## src/rtl/fifo_pkg.sv

```systemverilog
// Shared FIFO types and pointer helpers.
// Used by both the write-side and read-side pointer stages.
package fifo_pkg;

    typedef enum logic {
        PASS = 1'b0,
        HOLD = 1'b1
    } wr_state_t;

    // Pointers are passed zero-extended to 32 bits; pw is the real width.
    function automatic logic ptr_full(
        input logic [31:0] w,
        input logic [31:0] r,
        input int          pw
    );
        logic [31:0] m;
        m = (32'd1 << (pw - 1)) - 32'd1;
        return ((w & m) == (r & m)) && (w[pw-1] != r[pw-1]);
    endfunction

    function automatic logic [31:0] ptr_count(
        input logic [31:0] w,
        input logic [31:0] r,
        input int          pw
    );
        logic [31:0] m;
        m = (32'd1 << pw) - 32'd1;
        return (w - r) & m;
    endfunction

endpackage

```

## src/rtl/fifo_wr_ctrl_if.sv

```systemverilog
// Upstream valid/ready message stream into the FIFO write side.
// master = producer, slave = fifo_wr_ctrl.
interface fifo_wr_ctrl_if #(
    parameter int DATA_WIDTH = 8
);
    logic                  in_val;
    logic                  in_rdy;
    logic [DATA_WIDTH-1:0] in_msg;

    modport master (
        output in_val,
        output in_msg,
        input  in_rdy
    );

    modport slave (
        input  in_val,
        input  in_msg,
        output in_rdy
    );
endinterface

```

## src/rtl/fifo_ptr_cmp.sv

```systemverilog
// Combinational full/empty/occupancy from two extended pointers.
// Wrap bit is the pointer MSB.
module fifo_ptr_cmp
    import fifo_pkg::*;
#(
    parameter int PTR_WIDTH = 3
) (
    input  logic [PTR_WIDTH-1:0] w_ptr,
    input  logic [PTR_WIDTH-1:0] r_ptr,
    output logic                 full,
    output logic                 empty,
    output logic [PTR_WIDTH-1:0] count
);

    assign full  = ptr_full(32'(w_ptr), 32'(r_ptr), PTR_WIDTH);
    assign empty = (w_ptr == r_ptr);
    assign count = PTR_WIDTH'(ptr_count(32'(w_ptr), 32'(r_ptr), PTR_WIDTH));

endmodule

```

## src/rtl/fifo_wr_ctrl.sv

```systemverilog
// FIFO write-side controller with one-entry skid so in_rdy is registered.
// Optional hold-cycle statistics enabled by FIFO_WR_STATS_EN.
module fifo_wr_ctrl
    import fifo_pkg::*;
#(
    parameter int DEPTH        = 4,
    parameter int PTR_WIDTH    = $clog2(DEPTH) + 1,
    parameter int DATA_WIDTH   = 8,
    parameter int AFULL_THRESH = DEPTH - 1
) (
    input  logic                  clk,
    input  logic                  rst,
    fifo_wr_ctrl_if.slave         up,
    input  logic [PTR_WIDTH-1:0]  r_ptr,
    output logic [PTR_WIDTH-1:0]  w_ptr,
    output logic                  wen,
    output logic [PTR_WIDTH-2:0]  waddr,
    output logic [DATA_WIDTH-1:0] wdata,
    output logic                  full,
    output logic                  almost_full,
    output logic [PTR_WIDTH-1:0]  count,
    output logic [15:0]           stall_cnt
);

    localparam logic [PTR_WIDTH-1:0] AF_LVL = PTR_WIDTH'(AFULL_THRESH);

    wr_state_t             state_q;
    wr_state_t             state_d;
    logic [DATA_WIDTH-1:0] skid_q;
    logic                  skid_ld;
    logic [PTR_WIDTH-1:0]  w_ptr_q;
    logic                  empty;

    fifo_ptr_cmp #(
        .PTR_WIDTH (PTR_WIDTH)
    ) u_cmp (
        .w_ptr (w_ptr_q),
        .r_ptr (r_ptr),
        .full  (full),
        .empty (empty),
        .count (count)
    );

    assign almost_full = (count >= AF_LVL);
    assign w_ptr       = w_ptr_q;
    assign waddr       = w_ptr_q[PTR_WIDTH-2:0];
    assign up.in_rdy   = (state_q == PASS);

    // Next state, write strobe and skid capture; reset suppresses writes.
    always_comb begin
        state_d = state_q;
        wen     = 1'b0;
        wdata   = up.in_msg;
        skid_ld = 1'b0;
        unique case (state_q)
            PASS: begin
                if (up.in_val && !full) begin
                    wen = 1'b1;
                end else if (up.in_val) begin
                    skid_ld = 1'b1;
                    state_d = HOLD;
                end
            end
            HOLD: begin
                wdata = skid_q;
                if (!full) begin
                    wen     = 1'b1;
                    state_d = PASS;
                end
            end
            default: state_d = PASS;
        endcase
        if (rst) begin
            wen     = 1'b0;
            skid_ld = 1'b0;
        end
    end

    // State and write pointer registers.
    always_ff @(posedge clk) begin
        if (rst) begin
            state_q <= PASS;
            w_ptr_q <= '0;
        end else begin
            state_q <= state_d;
            if (wen) begin
                w_ptr_q <= w_ptr_q + 1'b1;
            end
        end
    end

    // Skid register holds the message accepted while full; no reset needed.
    always_ff @(posedge clk) begin
        if (skid_ld) begin
            skid_q <= up.in_msg;
        end
    end

`ifdef FIFO_WR_STATS_EN
    logic [15:0] stall_q;

    // Saturating count of cycles spent holding a skid message.
    always_ff @(posedge clk) begin
        if (rst) begin
            stall_q <= '0;
        end else if (state_q == HOLD && stall_q != 16'hFFFF) begin
            stall_q <= stall_q + 16'd1;
        end
    end

    assign stall_cnt = stall_q;
`else
    assign stall_cnt = '0;
`endif

    a_no_wen_full : assert property (
        @(posedge clk) disable iff (rst) !(wen && full)
    );

    a_empty_cnt : assert property (
        @(posedge clk) disable iff (rst) empty |-> (count == '0)
    );

endmodule
```

## src/flat_wrapper.sv

```systemverilog
// flat-port wrapper written by rule: the top's interface ports become plain ports
module fifo_wr_ctrl_flat import fifo_pkg::*;
#(
    parameter int DEPTH        = 4,
    parameter int PTR_WIDTH    = $clog2(DEPTH) + 1,
    parameter int DATA_WIDTH   = 8,
    parameter int AFULL_THRESH = DEPTH - 1
)
  (clk, rst, r_ptr, w_ptr, wen, waddr, wdata, full, almost_full, count, stall_cnt, up_in_val, up_in_msg, up_in_rdy);
  fifo_wr_ctrl_if #(.DATA_WIDTH(DATA_WIDTH)) up_i ();
  input  logic clk;
  input  logic rst;
  input  logic [PTR_WIDTH-1:0] r_ptr;
  output logic [PTR_WIDTH-1:0] w_ptr;
  output logic wen;
  output logic [PTR_WIDTH-2:0] waddr;
  output logic [DATA_WIDTH-1:0] wdata;
  output logic full;
  output logic almost_full;
  output logic [PTR_WIDTH-1:0] count;
  output logic [15:0] stall_cnt;
  input wire logic [$bits(up_i.in_val)-1:0] up_in_val;
  input wire logic [$bits(up_i.in_msg)-1:0] up_in_msg;
  output wire logic [$bits(up_i.in_rdy)-1:0] up_in_rdy;
  assign up_i.in_val = up_in_val;
  assign up_i.in_msg = up_in_msg;
  assign up_in_rdy = up_i.in_rdy;
  fifo_wr_ctrl #(.DEPTH(DEPTH), .PTR_WIDTH(PTR_WIDTH), .DATA_WIDTH(DATA_WIDTH), .AFULL_THRESH(AFULL_THRESH)) u_core (.clk(clk), .rst(rst), .up(up_i), .r_ptr(r_ptr), .w_ptr(w_ptr), .wen(wen), .waddr(waddr), .wdata(wdata), .full(full), .almost_full(almost_full), .count(count), .stall_cnt(stall_cnt));
endmodule
```

## config.mk

```make
export PLATFORM = sky130hd
export DESIGN_NAME = fifo_wr_ctrl_flat
export DESIGN_NICKNAME = d
export VERILOG_FILES = /design/src/rtl/fifo_pkg.sv /design/src/rtl/fifo_wr_ctrl_if.sv /design/src/rtl/fifo_ptr_cmp.sv /design/src/rtl/fifo_wr_ctrl.sv /design/src/flat_wrapper.sv
export SDC_FILE = /design/constraint.sdc
export NUM_CORES = 1
export LEC_CHECK = 0
export ABC_AREA = 1
export CAP_MARGIN = 25
export CORE_ASPECT_RATIO = 0.75
export CORE_MARGIN = 3
export CORE_UTILIZATION = 35
export CTS_BUF_LIST = sky130_fd_sc_hd__clkbuf_8 sky130_fd_sc_hd__clkbuf_16
export CTS_CLUSTER_DIAMETER = 120
export DETAILED_ROUTE_END_ITERATION = 10
export PLACE_DENSITY = 0.76
export SYNTH_ARGS = -nofsm -noshare
export SYNTH_HDL_FRONTEND = slang
export SYNTH_HIERARCHICAL = 1
export SYNTH_SLANG_ARGS = --single-unit
export TNS_END_PERCENT = 10
```

## constraint.sdc

```tcl
create_clock -name clk -period 2.82 [get_ports clk]
set_input_delay 0.564 -clock clk [delete_from_list [all_inputs] [get_ports clk]]
set_output_delay 0.564 -clock clk [all_outputs]
set_load 0.005 [all_outputs]
```

After elaboration in Yosys (flattened, before gate mapping)
Index checks and enable logic that the tools add are counted.
{"block": "word_totals", "register_bits": 12, "input_bits": 14, "output_inout_bits": 36, "wordCells": 23}
{"block": "op_classes", "addsub": 2, "n_lt_le_gt_ge": 1, "n_eq_ne": 2, "muxes": 11, "n_bitwise": 1, "n_reduce_logical": 3}
{"op": "1-bit two-way mux", "n": 8}
{"op": "8-bit two-way mux", "n": 1}
{"op": "1-bit case mux with 2 select lines", "n": 2}
{"op": "3-bit by 1-bit adder with 3-bit output, second input constant", "n": 1}
{"op": "3-bit by 2-bit greater-or-equal comparator with 1-bit output, second input constant", "n": 1}
{"op": "3-bit subtractor", "n": 1}
{"op": "2-bit == test", "n": 1}
{"op": "1-bit logical AND", "n": 2}
{"op": "1-bit logical NOT", "n": 1}
{"op": "1-bit != test", "n": 1}
{"op": "1-bit NOT", "n": 1}

Logic depth before layout (Yosys ltp)
{"block": "logic_depth", "depth_word": 7, "ltp_mapped": 10, "mapped_depth_nobuf": 10}

Modules after synthesis
Netlist, hierarchy kept.
{"module": "fifo_wr_ctrl", "n_inst": 1, "cells_per_inst": 86, "area_each_um2": 728.2, "seq_area_each_um2": 320.3}
{"module": "fifo_ptr_cmp", "n_inst": 1, "cells_per_inst": 20, "area_each_um2": 113.9, "seq_area_each_um2": 0.0}

Least setup slack after synthesis
OpenSTA, ideal clock, no wires.
{"block": "synth_timing", "kind": "input -> register", "start": "input port r_ptr[1]", "end": "register u_core.skid_q[0], enable pin", "setup_time_ns": 0.383, "arrival_ns": 1.895, "required_time_ns": 2.437, "path_slack_ns": 0.542, "path_stages": 6, "path_buffers": 0, "path_cell_list": "inv_1 > ha_1 > nand2_1 > a21oi_1 > nand2_1 > nor3_1"}
{"block": "synth_via", "elab_chain_cells": 7}
{"element": "from (decl)", "line": "flat_wrapper.sv:13", "rtl": "input logic [PTR_WIDTH-1:0] r_ptr;"}
{"element": "2-bit == test", "line": "fifo_pkg.sv:18", "rtl": "return ((w & m) == (r & m)) && (w[pw-1] != r[pw-1]);"}
{"element": "1-bit logical AND", "line": "fifo_pkg.sv:18"}
{"element": "via full", "line": "flat_wrapper.sv:18", "rtl": "output logic full;"}
{"element": "1-bit logical NOT", "line": "fifo_wr_ctrl.sv:57", "rtl": "if (up.in_val && !full) begin"}
{"element": "1-bit logical AND", "line": "fifo_wr_ctrl.sv:57"}
{"element": "1-bit two-way mux", "line": "fifo_wr_ctrl.sv:57"}
{"element": "1-bit two-way mux", "line": "fifo_wr_ctrl.sv:55", "rtl": "unique case (state_q)"}
{"element": "1-bit two-way mux", "line": "fifo_wr_ctrl.sv:73", "rtl": "if (rst) begin"}
{"element": "via u_core.skid_ld", "line": "fifo_wr_ctrl.sv:30", "rtl": "logic skid_ld;"}
{"element": "to (signal assigned)", "line": "fifo_wr_ctrl.sv:95", "rtl": "skid_q <= up.in_msg;"}
{"element": "to (decl)", "line": "fifo_wr_ctrl.sv:29", "rtl": "logic [DATA_WIDTH-1:0] skid_q;"}
The timed path passes the listed nets, and every way through them passes these cells.
A chain may end at the register's enable or synchronous reset.

Final worst setup path
{"block": "layout_timing", "start": "input port r_ptr[0]", "end": "output port almost_full"}
{"block": "layout_via", "elab_chain_cells": 2}
{"element": "3-bit subtractor", "line": "fifo_pkg.sv:28", "rtl": "return (w - r) & m;"}
{"element": "3-bit by 2-bit greater-or-equal comparator with 1-bit output", "line": "fifo_wr_ctrl.sv:44", "rtl": "assign almost_full = (count >= AF_LVL);"}
{"element": "to (decl)", "line": "flat_wrapper.sv:19", "rtl": "output logic almost_full;"}
No other way between the ends.

==> results.toml <==
[outcome]
outcome = "finished clean"

[power]
p_leak_uw = 0.0006050
p_per_area_nw_per_um2 = 420.8
peakVddDrop_v = 0.0003606

[sta]
period_needed_ns = 2.677
maxSlewViolCount = 0
grt_setup_unrepaired = "false"
timing.fmax_ghz = 0.3736
skew_ns = 0.001534
setup_ws_ns = 0.1432
timing.final.crit_share_pct = 94.92
final-setup-viol-count = 0
final_hold_viol_count = 0

[cts]
clockRootBuffer = "clkbuf_8"
clk_pin_slew_ns = 0.05
clk_latency_ns = 0.24
cts_buffer_depth = 2
clock_sinks = 12
cts_tree = "built"
postCtsHoldBufs = 0
cts_max_level = 1
cts_buffers = 3

[worst_setup_path]
crit_type = "primary input to output pin"
critPathArrivalTime_ns = 2.11
worstPathMaxFanout = 2
start_kind = "primary input"
cp.required_ns = 2.26
end_kind = "output pin"

[grt]
grt_max_degree = 11
gr-usage-all-layers_pct = 11.89
grt_pass1_wl_um = 2918
grt_antenna_before_repair = 0
overflow = 0
grt_pass1_vias = 630

[synthesis]
avgSynthCellArea_sq_um = 7.972
synth_area_sq_um = 837.1
syn_inst = 105
yosysWarnings = 6

[drt]
drt-initial-drc-count = 8
route.detailed.drc = 0
ant_nets = 0
drt-wirelength-per-cell_um = 10.03
firstDrtPassIters = 4
vias = 708
drt_wl_total_um = 1745
viasPerCell = 4.069

[floorplanning]
start_util_pct = 39.17
boundaryPins = 50
row_count = 14
die-area_sq_um = 3020
die_h_um = 48.35
core_sq_um = 2137
fp.dieW_um = 62.47

[worst_hold_path]
hp-class = "flop to flop"

[final_layout]
final_common_cell = "nand2_1"
drive_gt1_share_pct = 10.56
areaGrowthSynthToFinish_pct = 45.29
num_antenna_cells = 0
final_area_sq_um = 1216
final_cell_mix = "nand2_1, clkdlybuf4s50_1, conb_1, inv_1, edfxtp_1"
final_nets = 161

[place]
hpwl_um = 1416
port_buffers = 33
gp_congestion = 0.7648
pre_cts_slack_ns = -0.1411
placed_cell_area_sq_um = 1147

[flow_run]
cap_viol_max_count = 0
## path summary, 6_finish.rpt
path | startpoint | to | slack, ns | depth (start not counted)
max | r_ptr[0] | almost_full | 0.14 | 8
min | u_core/w_ptr[0] | u_core/w_ptr[0] | 0.56 | 2
max reg2reg | u_core/w_ptr[0] | u_core/skid_q[7] | 1.01 | 8
min reg2reg | u_core/w_ptr[0] | u_core/w_ptr[0] | 0.56 | 2
## layer usage
layer	track usage [%]	wire length (um)	up-vias	part of all wire (%)
li1	-	-	362	-
met1	13.71	740	315	42
met2	21.59	869	29	50
met3	3.935	122	2	7.0
met4	2.198	13	0	0.74
met5	0	0	-	0
## area by class of cell
cell class	instances	area [sq um]
fill	209	920.9
multi-input combinational	76	386.6
timing repair buffer	37	365.4
sequential	12	320.3
clock buffer	4	55.05
inverter	13	48.80
tap	32	40.04
## registers in the layout (all words and copies together) (netlist names)
register	flops
u_core/state_q	1
u_core/skid_q	8
u_core/w_ptr	3
## stage by stage
stage               power [uW]  utilization, %  hold WS, ns  TNS [ns]  instances
floorplan                273.4               -       0.5260         0        120
global placement         332.9           53.69       0.5452   -0.1320        170
detailed placement       336.5           53.69       0.5569   -0.2271        170
CTS                      518.3           56.44       0.5601         0        174
global route             541.0           56.91       0.6066         0        174
finish                   511.8           56.91       0.5602         0        174
## repair_timing
action | 4_1_cts | 5_1_grt
gates resized for setup | 4 | 4
buffers inserted | 0 | 0
setup endpoints to repair | 3 | 4
## critical path, cell delays in order
cell             delay [ns]
clkdlybuf4s50_1        0.46
ha_1                   0.14
inv_1                  0.05
fa_2                   0.33
nand3_1                0.09
nand2_1                0.07
a21o_1                 0.15
dlygate4sd2_1          0.26
## power by group
group	internal [uW]	switching (uW)
combinational	74.7	54.6
clock	123	60.1
sequential	193	6.15
Note: power is estimated with default switching activity, not from simulation.
